===== config.mk =====
export PLATFORM = sky130hd
export DESIGN_NAME = mem_stage_ctrl
export DESIGN_NICKNAME = d
export VERILOG_FILES = /design/src/rtl/mem_stage_ctrl.sv
export SDC_FILE = /design/constraint.sdc
export NUM_CORES = 1
export LEC_CHECK = 0
export ABC_AREA = 1
export CAP_MARGIN = 25
export CORE_MARGIN = 5
export CORE_UTILIZATION = 40
export CTS_CLUSTER_SIZE = 30
export DETAILED_ROUTE_END_ITERATION = 7
export PLACE_DENSITY = 0.87
export SYNTH_ARGS = -nofsm -noshare
export SYNTH_HDL_FRONTEND = slang
export SYNTH_SLANG_ARGS = --single-unit

===== constraint.sdc =====
create_clock -name clk -period 3.1 [get_ports clk]
set_input_delay 0.31 -clock clk [delete_from_list [all_inputs] [get_ports clk]]
set_output_delay 0.31 -clock clk [all_outputs]
set_load 0.1 [all_outputs]

===== src/rtl/mem_stage_ctrl.sv =====
// mem_stage_ctrl: memory stage of the 5-stage WISC pipeline.
// Drives the data memory via a level req/done handshake, stalls the upstream
// pipeline while an access is outstanding, selects the writeback value and
// registers the MEM/WB fields. Errors and halt are sticky until reset.
module mem_stage_ctrl #(
    parameter int DATA_W  = 16,
    parameter int TIMEOUT = 31
) (
    input  logic              clk,
    input  logic              rst,
    input  logic [DATA_W-1:0] aluOut,
    input  logic [DATA_W-1:0] reg2Data,
    input  logic [DATA_W-1:0] setVal,
    input  logic [DATA_W-1:0] nextPc,
    input  logic [DATA_W-1:0] instr,
    input  logic              memEn,
    input  logic              memWrt,
    input  logic              regWrt,
    input  logic [2:0]        writeReg,
    input  logic [2:0]        regWrtSrc,
    input  logic              halt,
    input  logic              errIn,
    output logic              mem_req,
    output logic              mem_wr,
    output logic [DATA_W-1:0] mem_addr,
    output logic [DATA_W-1:0] mem_wdata,
    input  logic              mem_done,
    input  logic [DATA_W-1:0] mem_rdata,
    output logic              stall,
    output logic [DATA_W-1:0] wbData,
    output logic              wbRegWrt,
    output logic [2:0]        wbReg,
    output logic [DATA_W-1:0] instrOut,
    output logic              haltOut,
    output logic              err
);

    localparam int CNT_W = 5;
    localparam logic [CNT_W-1:0] CNT_LAST = CNT_W'(TIMEOUT - 1);
    localparam logic [DATA_W-1:0] NOP_INSTR = DATA_W'(16'h0800);

    typedef enum logic [1:0] {
        S_IDLE   = 2'd0,
        S_WAIT   = 2'd1,
        S_ERR    = 2'd2,
        S_HALTED = 2'd3
    } state_t;

    state_t            state_q, state_d;
    logic [CNT_W-1:0]  cnt_q, cnt_d;
    logic [DATA_W-1:0] wbData_q, wbData_d;
    logic              wbRegWrt_q, wbRegWrt_d;
    logic [2:0]        wbReg_q, wbReg_d;
    logic [DATA_W-1:0] instrOut_q, instrOut_d;
    logic              haltOut_q, haltOut_d;
    logic              err_q, err_d;

    logic              active;
    logic              capture;
    logic              timeout;
    logic              bad_sel;
    logic              misalign;
    logic [DATA_W-1:0] wb_sel;

    // Writeback source mux; codes 5-7 are illegal and yield zero.
    function automatic logic [DATA_W-1:0] sel_wb(
        input logic [2:0]        src,
        input logic [DATA_W-1:0] alu,
        input logic [DATA_W-1:0] rdata,
        input logic [DATA_W-1:0] setv,
        input logic [DATA_W-1:0] pc2,
        input logic [DATA_W-1:0] r2
    );
        case (src)
            3'd0:    return alu;
            3'd1:    return rdata;
            3'd2:    return setv;
            3'd3:    return pc2;
            3'd4:    return r2;
            default: return '0;
        endcase
    endfunction

    // Memory handshake, stall and capture qualification.
    always_comb begin
        active    = (state_q == S_IDLE) || (state_q == S_WAIT);
        // Request is squashed combinationally while reset is held.
        mem_req   = rst & memEn & active;
        mem_wr    = memWrt & mem_req;
        // Misaligned accesses still go out, word-aligned.
        mem_addr  = {aluOut[DATA_W-1:1], 1'b0};
        mem_wdata = reg2Data;
        stall     = (mem_req & ~mem_done) | ~active;
        capture   = ~stall & active;
        misalign  = memEn & aluOut[0];
        bad_sel   = (regWrtSrc > 3'd4);
        wb_sel    = sel_wb(regWrtSrc, aluOut, mem_rdata, setVal, nextPc, reg2Data);
    end

    // Next-state logic: the counter reaches TIMEOUT on the cycle ERR is entered,
    // i.e. after TIMEOUT cycles spent in WAIT without mem_done.
    always_comb begin
        state_d = state_q;
        cnt_d   = cnt_q;
        timeout = 1'b0;
        case (state_q)
            S_IDLE: begin
                cnt_d = '0;
                if (capture && halt) begin
                    state_d = S_HALTED;
                end else if (mem_req && !mem_done) begin
                    state_d = S_WAIT;
                end
            end
            S_WAIT: begin
                if (mem_done) begin
                    cnt_d   = '0;
                    state_d = halt ? S_HALTED : S_IDLE;
                end else if (cnt_q == CNT_LAST) begin
                    cnt_d   = cnt_q + 1'b1;
                    timeout = 1'b1;
                    state_d = S_ERR;
                end else begin
                    cnt_d = cnt_q + 1'b1;
                end
            end
            S_ERR:    state_d = S_ERR;
            S_HALTED: state_d = S_HALTED;
            default:  state_d = S_IDLE;
        endcase
    end

    // MEM/WB next values: capture when unstalled, hold otherwise.
    always_comb begin
        wbData_d   = wbData_q;
        wbRegWrt_d = wbRegWrt_q;
        wbReg_d    = wbReg_q;
        instrOut_d = instrOut_q;
        haltOut_d  = haltOut_q;
        err_d      = err_q;
        if (capture) begin
            wbData_d   = wb_sel;
            wbRegWrt_d = regWrt & ~(memEn & memWrt);
            wbReg_d    = writeReg;
            instrOut_d = instr;
            haltOut_d  = haltOut_q | halt;
            err_d      = err_q | errIn | bad_sel | misalign;
        end
        if (timeout) begin
            wbRegWrt_d = 1'b0;
            err_d      = 1'b1;
        end
    end

    // State, counter and MEM/WB registers with asynchronous active-low reset.
    always_ff @(posedge clk or negedge rst) begin
        if (!rst) begin
            state_q    <= S_IDLE;
            cnt_q      <= '0;
            wbData_q   <= '0;
            wbRegWrt_q <= 1'b0;
            wbReg_q    <= '0;
            instrOut_q <= NOP_INSTR;
            haltOut_q  <= 1'b0;
            err_q      <= 1'b0;
        end else begin
            state_q    <= state_d;
            cnt_q      <= cnt_d;
            wbData_q   <= wbData_d;
            wbRegWrt_q <= wbRegWrt_d;
            wbReg_q    <= wbReg_d;
            instrOut_q <= instrOut_d;
            haltOut_q  <= haltOut_d;
            err_q      <= err_d;
        end
    end

    assign wbData   = wbData_q;
    assign wbRegWrt = wbRegWrt_q;
    assign wbReg    = wbReg_q;
    assign instrOut = instrOut_q;
    assign haltOut  = haltOut_q;
    assign err      = err_q;

endmodule


==> summary.md, run 1 <==
| Metric | Value |
|---|---|
| CTS Sinks | `45` |
| Ys async rst share | `100%` |
| Clock Tree Buf Depth | `2` |
| DR vias | `3186` |
| Worst endpoint required time | `3.34 ns` |
| Met3 usage | `5.18%` |
| Clk_lat worst skew | `0.29 ns` |
| Gr busiest metal | `met2` |
| Critical path's top delay family | `buffers and inverters` |
| Worst Tran Pin Value | `1.01 ns` |
| Post-cts hold buffer count | `0` |
| Top cells by area, synth | `dfrtp_1 39%, nand2_1 14%, nand3_1 12%` |
| # setup viols final | `0` |
| Initial antenna violation count | `0` |
| Startpoint types | `input pin` |
| Fin crit share | `73.5%` |
| Final min period | `2.28 ns` |
| N_diodes | `0` |
| Final ANT Viol Nets | `0` |
| Htree depth | `2` |
| GR Overflow Total | `0` |
| Mapped Cells | `382` |
| Slew Viols, Final | `0` |
| Syn Std Cell Area | `2860 um2` |
| Chip height | `94.5 um` |
| R2r startpoint | `state_q[1]` |
| Num rows | `30` |
| #FFs+latches synth | `45` |
| Unrepaired setup endpoints after global routing | `no` |
| CP cell instances | `clkdlybuf4s50_1, buf_4, inv_2, nand3_1, o21ai_0, o21bai_1, nand2_1` |
| CP Depth | `7` |
| R2R setup slack | `1.43 ns` |
| EDFF count, synth | `0` |
| Max_cap viols | `0` |
| CTS Buf Count | `5` |
| NumNets Final | `632` |
| Worst slew margin | `32.2%` |
| Root buffer cell | `clkbuf_8` |
| FF/Latch Area | `1130 um2` |
| Total wire length | `9920 um` |
| Gpl congestion | `0.832` |
| Die area | `8930 um2` |
| WL/cell | `16.1 um` |
| Commonest cells in the netlist | `109 x nand2_1, 71 x nand3_1, 44 x dfrtp_1, 35 x buf_4, 23 x nand4_1` |
| Die width | `94.5 um` |
| Highest clock rate | `439 MHz` |
| Fraction of layout cells with a size suffix above 1 | `11.7%` |
| GRT Util Overall | `21.7%` |
| Yosys warnings | `0` |
| CP startpoint | `regWrtSrc[2]` |
| TritonCTS clock tree | `yes` |
| Clock Pin Slew Worst Setup and Hold Paths | `0.09 ns` |
| Syn Nets | `494` |
| Worst setup EP type | `flop` |
| Top cell type's share of synthesized area | `38.5%` |
| PD cells | `1020 nW/um2` |
| First drt pass iteration count | `5` |
| PnR worst setup slack | `0.822 ns` |
| Most common cell in the netlist | `nand2_1` |
| Outcome | `completed` |
| Hold Path Class | `in2async` |
| Skew final | `0.00682 ns` |
| Reg2reg end | `wbRegWrt` |
| Post-CTS setup buffers | `0` |
| IO Count | `183` |
| M2 GR Usage | `37.4%` |
| Seq/Total Area, Yosys | `39.4%` |
| Crit-path max cell delay | `0.56 ns` |
| Leakage power | `2.21 nW` |
| Power Total | `4.58 mW` |
| Vias per Instance | `5.16` |
| CORE AREA | `6870 um2` |
| Area growth, synth to finish | `57.0%` |
| Post-CTS sizing | `0` |
| Filler cells | `588` |
| Peak supply drop | `0.000821 V` |
| Predominant post-synthesis flop cell | `dfrtp_1` |
| Syn_area_per_cell | `7.48 um2` |
| Worst slack at placement | `0.559 ns` |
| Initial Util | `41.6%` |
| Crit path arrival time | `2.52 ns` |
| Critical path class | `in2reg` |
| Slowest CP cell | `nand3_1` |
| Critical path buffer and inverter count | `3` |
| Initial DRC Count | `150` |
| First-pass GRT wire length | `15500 um` |
| Post-route setup TNS | `0 ns` |
| Pin count of the biggest net entering global routing | `46` |
| Biggest area consumer among synthesized cells | `dfrtp_1` |
| DRC viols | `0` |
| Dpl hpwl | `7740 um` |
| # port buffers | `181` |
| Netlist cell types | `26` |
| Met1 Use GR | `26.8%` |
| Crit path max fanout | `38` |
| Fin. Hold Viols | `0` |
| Reg2reg path depth | `5` |
| Area of the multi-input gates | `1260 um2` |
| Vias in the first global route | `3218` |
power breakdown:
group / switching [mW] / internal [mW] / leakage [nW]
Sequential: 0.161 / 0.846 / 0.562
Clock: 0.203 / 0.242 / 0.0554
Combinational: 2.40 / 0.728 / 1.60
Total: 2.76 / 1.82 / 2.21
through the flow:
stage                     instances  instance area, um2  util (%)  hold slack, ns
after floorplan                 382                2860         -          0.0144
after global placement          609                4380      63.7           0.448
after detailed placement        609                4380      63.7           0.454
final                           617                4490      65.3          0.0965
after CTS                       617                4490      65.3           0.123
after global routing            617                4490      65.3           0.151
routing by layer:
metal  share of wire (%)  up-vias
li1                    -     1511
met1                  39     1476
met2                  50      173
met3                 8.2       26
met4                 2.7        0
met5                   0        -
worst register-to-register path, delay by kind of cell (launching register included):
family	cells	cell delay, ns
AO/OA/AOI/OAI	1	0.30
AND/OR/NAND/NOR	2	0.25
flip-flops	1	0.53
buffers and inverters	2	0.49
layout by cell type, fill, tap and decap left out, drive strengths merged:
cell	n
conb	1
bufinv	1
nor3b	2
inv	23
or2	1
dfrtp	44
dfstp	1
nand4	23
ha	2
clkdlybuf4s50	141
xor2	2
nor2	9
buf	46
nand2	109
a21oi	1
xnor2	1
o21ai	21
clkbuf	6
clkinv	1
nand3	71
o21bai	15
registers in the layout, indices dropped and copies added, names as in the netlist:
register / flops
wbReg: 3
haltOut: 1
cnt_q: 5
wbData: 16
state_q: 2
wbRegWrt: 1
err: 1
instrOut: 16
cells by family (layout without fill, tap and decap cells):
family                     Yosys count  count (layout)  synth area share [%]
xor gates and xnor gates             3               3                 0.920
DFF                                 45              45                  39.4
AOI/OAI and AO/OA                   37              37                  8.19
buffers and inverters               79             218                  16.4
other                                1               1                 0.131
adders and majority gates            2               2                 0.876
and+or+nand+nor                    215             215                  34.1
final cells by class:
| class | count | area share [%] |
|---|---|---|
| Timing Repair Buffer | 187 | 39.7 |
| Multi-Input combinational cell | 258 | 28.1 |
| Sequential cell | 45 | 25.1 |
| Tap cell | 96 | 2.68 |
| Inverter | 23 | 1.92 |
| Clock buffer | 6 | 1.62 |
| Clock inverter | 2 | 0.864 |
how the worst max path moves through the flow:
| stage | slack, ns | to |
|---|---|---|
| after global placement | 0.73 | wbData[0] |
| after detailed placement | 0.56 | wbData[1] |
| after floorplan | 0.07 | mem_wr |
| after CTS | 0.87 | wbData[1] |
| final | 0.82 | wbData[1] |
| after global routing | 0.67 | wbData[1] |
Power figures use the tool's default switching activity.
==> inputs of run 2 (changes only) <==
- CORE_UTILIZATION: 40 -> 33
- PLACE_DENSITY: 0.87 -> 0.77
- clock period: 3.1 -> 1.85 ns (I/O delays scaled with it)
==> run 2 against run 1 <==
Effect of this change: largest power group unchanged; sequential share of layout area down 2.1 points; the flow now finishes with violations (negative hold slack); hold slack worse by 0.097 ns; non-clock buffer count up 5; sequential power up 70%; global-route usage down 3.1 points; clock skew about the same; worst setup slack worse by 0.72 ns; power up 66%; clock-buffer cell count down 1; via count down 2.6%; wire length up 0.24%; critical path type is now reg2out; flip-flop and latch count unchanged.
==> summary.md, run 2 (synthesis gave the netlist of run 1 again) <==
| Metric | Value |
|---|---|
| Outcome | `complete, but fails checks` |
| Failing checks | `negative hold slack` |
| R2R setup slack | `0.32 ns` |
| Dpl hpwl | `8020 um` |
| Pin count of the biggest net entering global routing | `46` |
| Die width | `103 um` |
| Clock Pin Slew Worst Setup and Hold Paths | `0.09 ns` |
| Final min period | `1.75 ns` |
| GRT Util Overall | `18.6%` |
| Commonest non-fill, non-tap cell in the layout | `nand2_1` |
| Crit-path max cell delay | `0.58 ns` |
| Die area | `10600 um2` |
| Clock Tree Buf Depth | `2` |
| Crit path max fanout | `26` |
| Fin crit share | `94.6%` |
| Htree depth | `2` |
| N_diodes | `0` |
| Final instance area | `4890 um2` |
| Hold Path Class | `in2async` |
| Post-CTS setup buffers | `0` |
| DP Area | `4800 um2` |
| Worst Tran Pin Value | `0.572 ns` |
| Total wire length | `9940 um` |
| First-pass GRT wire length | `15700 um` |
| Critical path class | `reg2out` |
| Root buffer cell | `clkbuf_8` |
| Leakage power | `2.43 nW` |
| IO Count | `183` |
| Chip height | `103 um` |
| Vias per Instance | `4.90` |
| Worst slew margin | `61.9%` |
| Startpoint types | `flop` |
| Cells after DPL | `626` |
| Fin. Hold Viols | `1` |
| Post-cts hold buffer count | `0` |
| Num rows | `34` |
| Gpl congestion | `0.833` |
| CTS Sinks | `45` |
| # setup viols final | `0` |
| Area growth, synth to finish | `71.2%` |
| Worst endpoint required time | `1.66 ns` |
| Post-CTS sizing | `0` |
| Highest clock rate | `571 MHz` |
| Slew Viols, Final | `0` |
| R2r startpoint | `state_q[1]` |
| Initial antenna violation count | `0` |
| Filler cells | `768` |
| Initial DRC Count | `127` |
| DRC viols | `0` |
| CTS Buf Count | `5` |
| Worst setup EP type | `output pin` |
| Vias in the first global route | `3201` |
| NumNets Final | `637` |
| Fraction of layout cells with a size suffix above 1 | `19.4%` |
| GR Overflow Total | `0` |
| CP cell instances | `inv_1, o21ai_4, buf_12, buf_12` |
| WL/cell | `15.7 um` |
| Clk_lat worst skew | `0.30 ns` |
| PD cells | `1550 nW/um2` |
| Skew final | `0.00639 ns` |
| CORE AREA | `8590 um2` |
| Initial Util | `33.3%` |
| Reg2reg path depth | `5` |
| First drt pass iteration count | `4` |
| Crit path arrival time | `1.57 ns` |
| # port buffers | `181` |
| Unrepaired setup endpoints after global routing | `no` |
| Final Non-Filler Cells | `634` |
| Layout Utilization | `56.9%` |
| Most used cell, CP | `buf_12` |
| Slowest CP cell | `dfrtp_1` |
| TritonCTS clock tree | `yes` |
| Final ANT Viol Nets | `0` |
| Most frequent cells in the layout | `109 x nand2_1, 108 x clkdlybuf4s50_1, 71 x nand3_1, 45 x buf_4, 44 x dfrtp_1` |
| Max_cap viols | `0` |
| Reg2reg end | `wbData[10]` |
| DR vias | `3104` |
| Hold slack | `-0.000383 ns` |
| Peak supply drop | `0.00149 V` |
run 2: final cells by class:
| type | count | area, um2 | share of cell area [%] |
|---|---|---|---|
| sequential | 45 | 1130 | 23.0 |
| timing repair buffer | 192 | 2180 | 44.6 |
| multi-input combinational | 258 | 1270 | 26.0 |
| clock inverter | 3 | 21.3 | 0.435 |
| clock buffer | 5 | 68.8 | 1.41 |
| inverter | 23 | 86.3 | 1.76 |
| tap | 108 | 135 | 2.76 |
run 2: worst max-delay path: cells and delay by family, from the launching register on:
kind / cells / cell delay [ns]
buf+inv: 3 / 0.55
compound gates: 1 / 0.13
flops: 1 / 0.58
run 2: stage by stage:
step	power, mW	worst slack (ns)	TNS [ns]
global route	7.95	0.0319	0
floorplan	5.60	-0.0714	-0.0714
CTS	7.66	0.112	0
finish	7.59	0.0991	0
detailed placement	7.02	0.0961	0
global placement	6.94	0.181	0
run 2: worst max path at each step:
| stage | start | end | slack, ns |
|---|---|---|---|
| 6_report | state_q[1] | stall | 0.1 |
| 3_5_place_dp | memEn | wbData[13] | 0.1 |
| 3_3_place_gp | memEn | wbData[12] | 0.18 |
| 5_1_grt | state_q[1] | stall | 0.03 |
| 2_1_floorplan | state_q[1] | mem_wr | -0.07 |
| 4_1_cts | state_q[1] | stall | 0.11 |
run 2: per-layer routing:
layer,share of wire [%],track usage (%),vias to the layer above
li1,-,-,1518
met1,39,22.5,1443
met2,51,32.8,129
met3,8.3,5.14,14
met4,1.7,4.48,0
met5,0,0,-
run 2: power by group:
part / internal (mW) / switching (mW) / total (mW)
Clock: 0.268 / 0.350 / 0.618
Sequential: 1.42 / 0.297 / 1.72
Combinational: 1.24 / 4.02 / 5.26
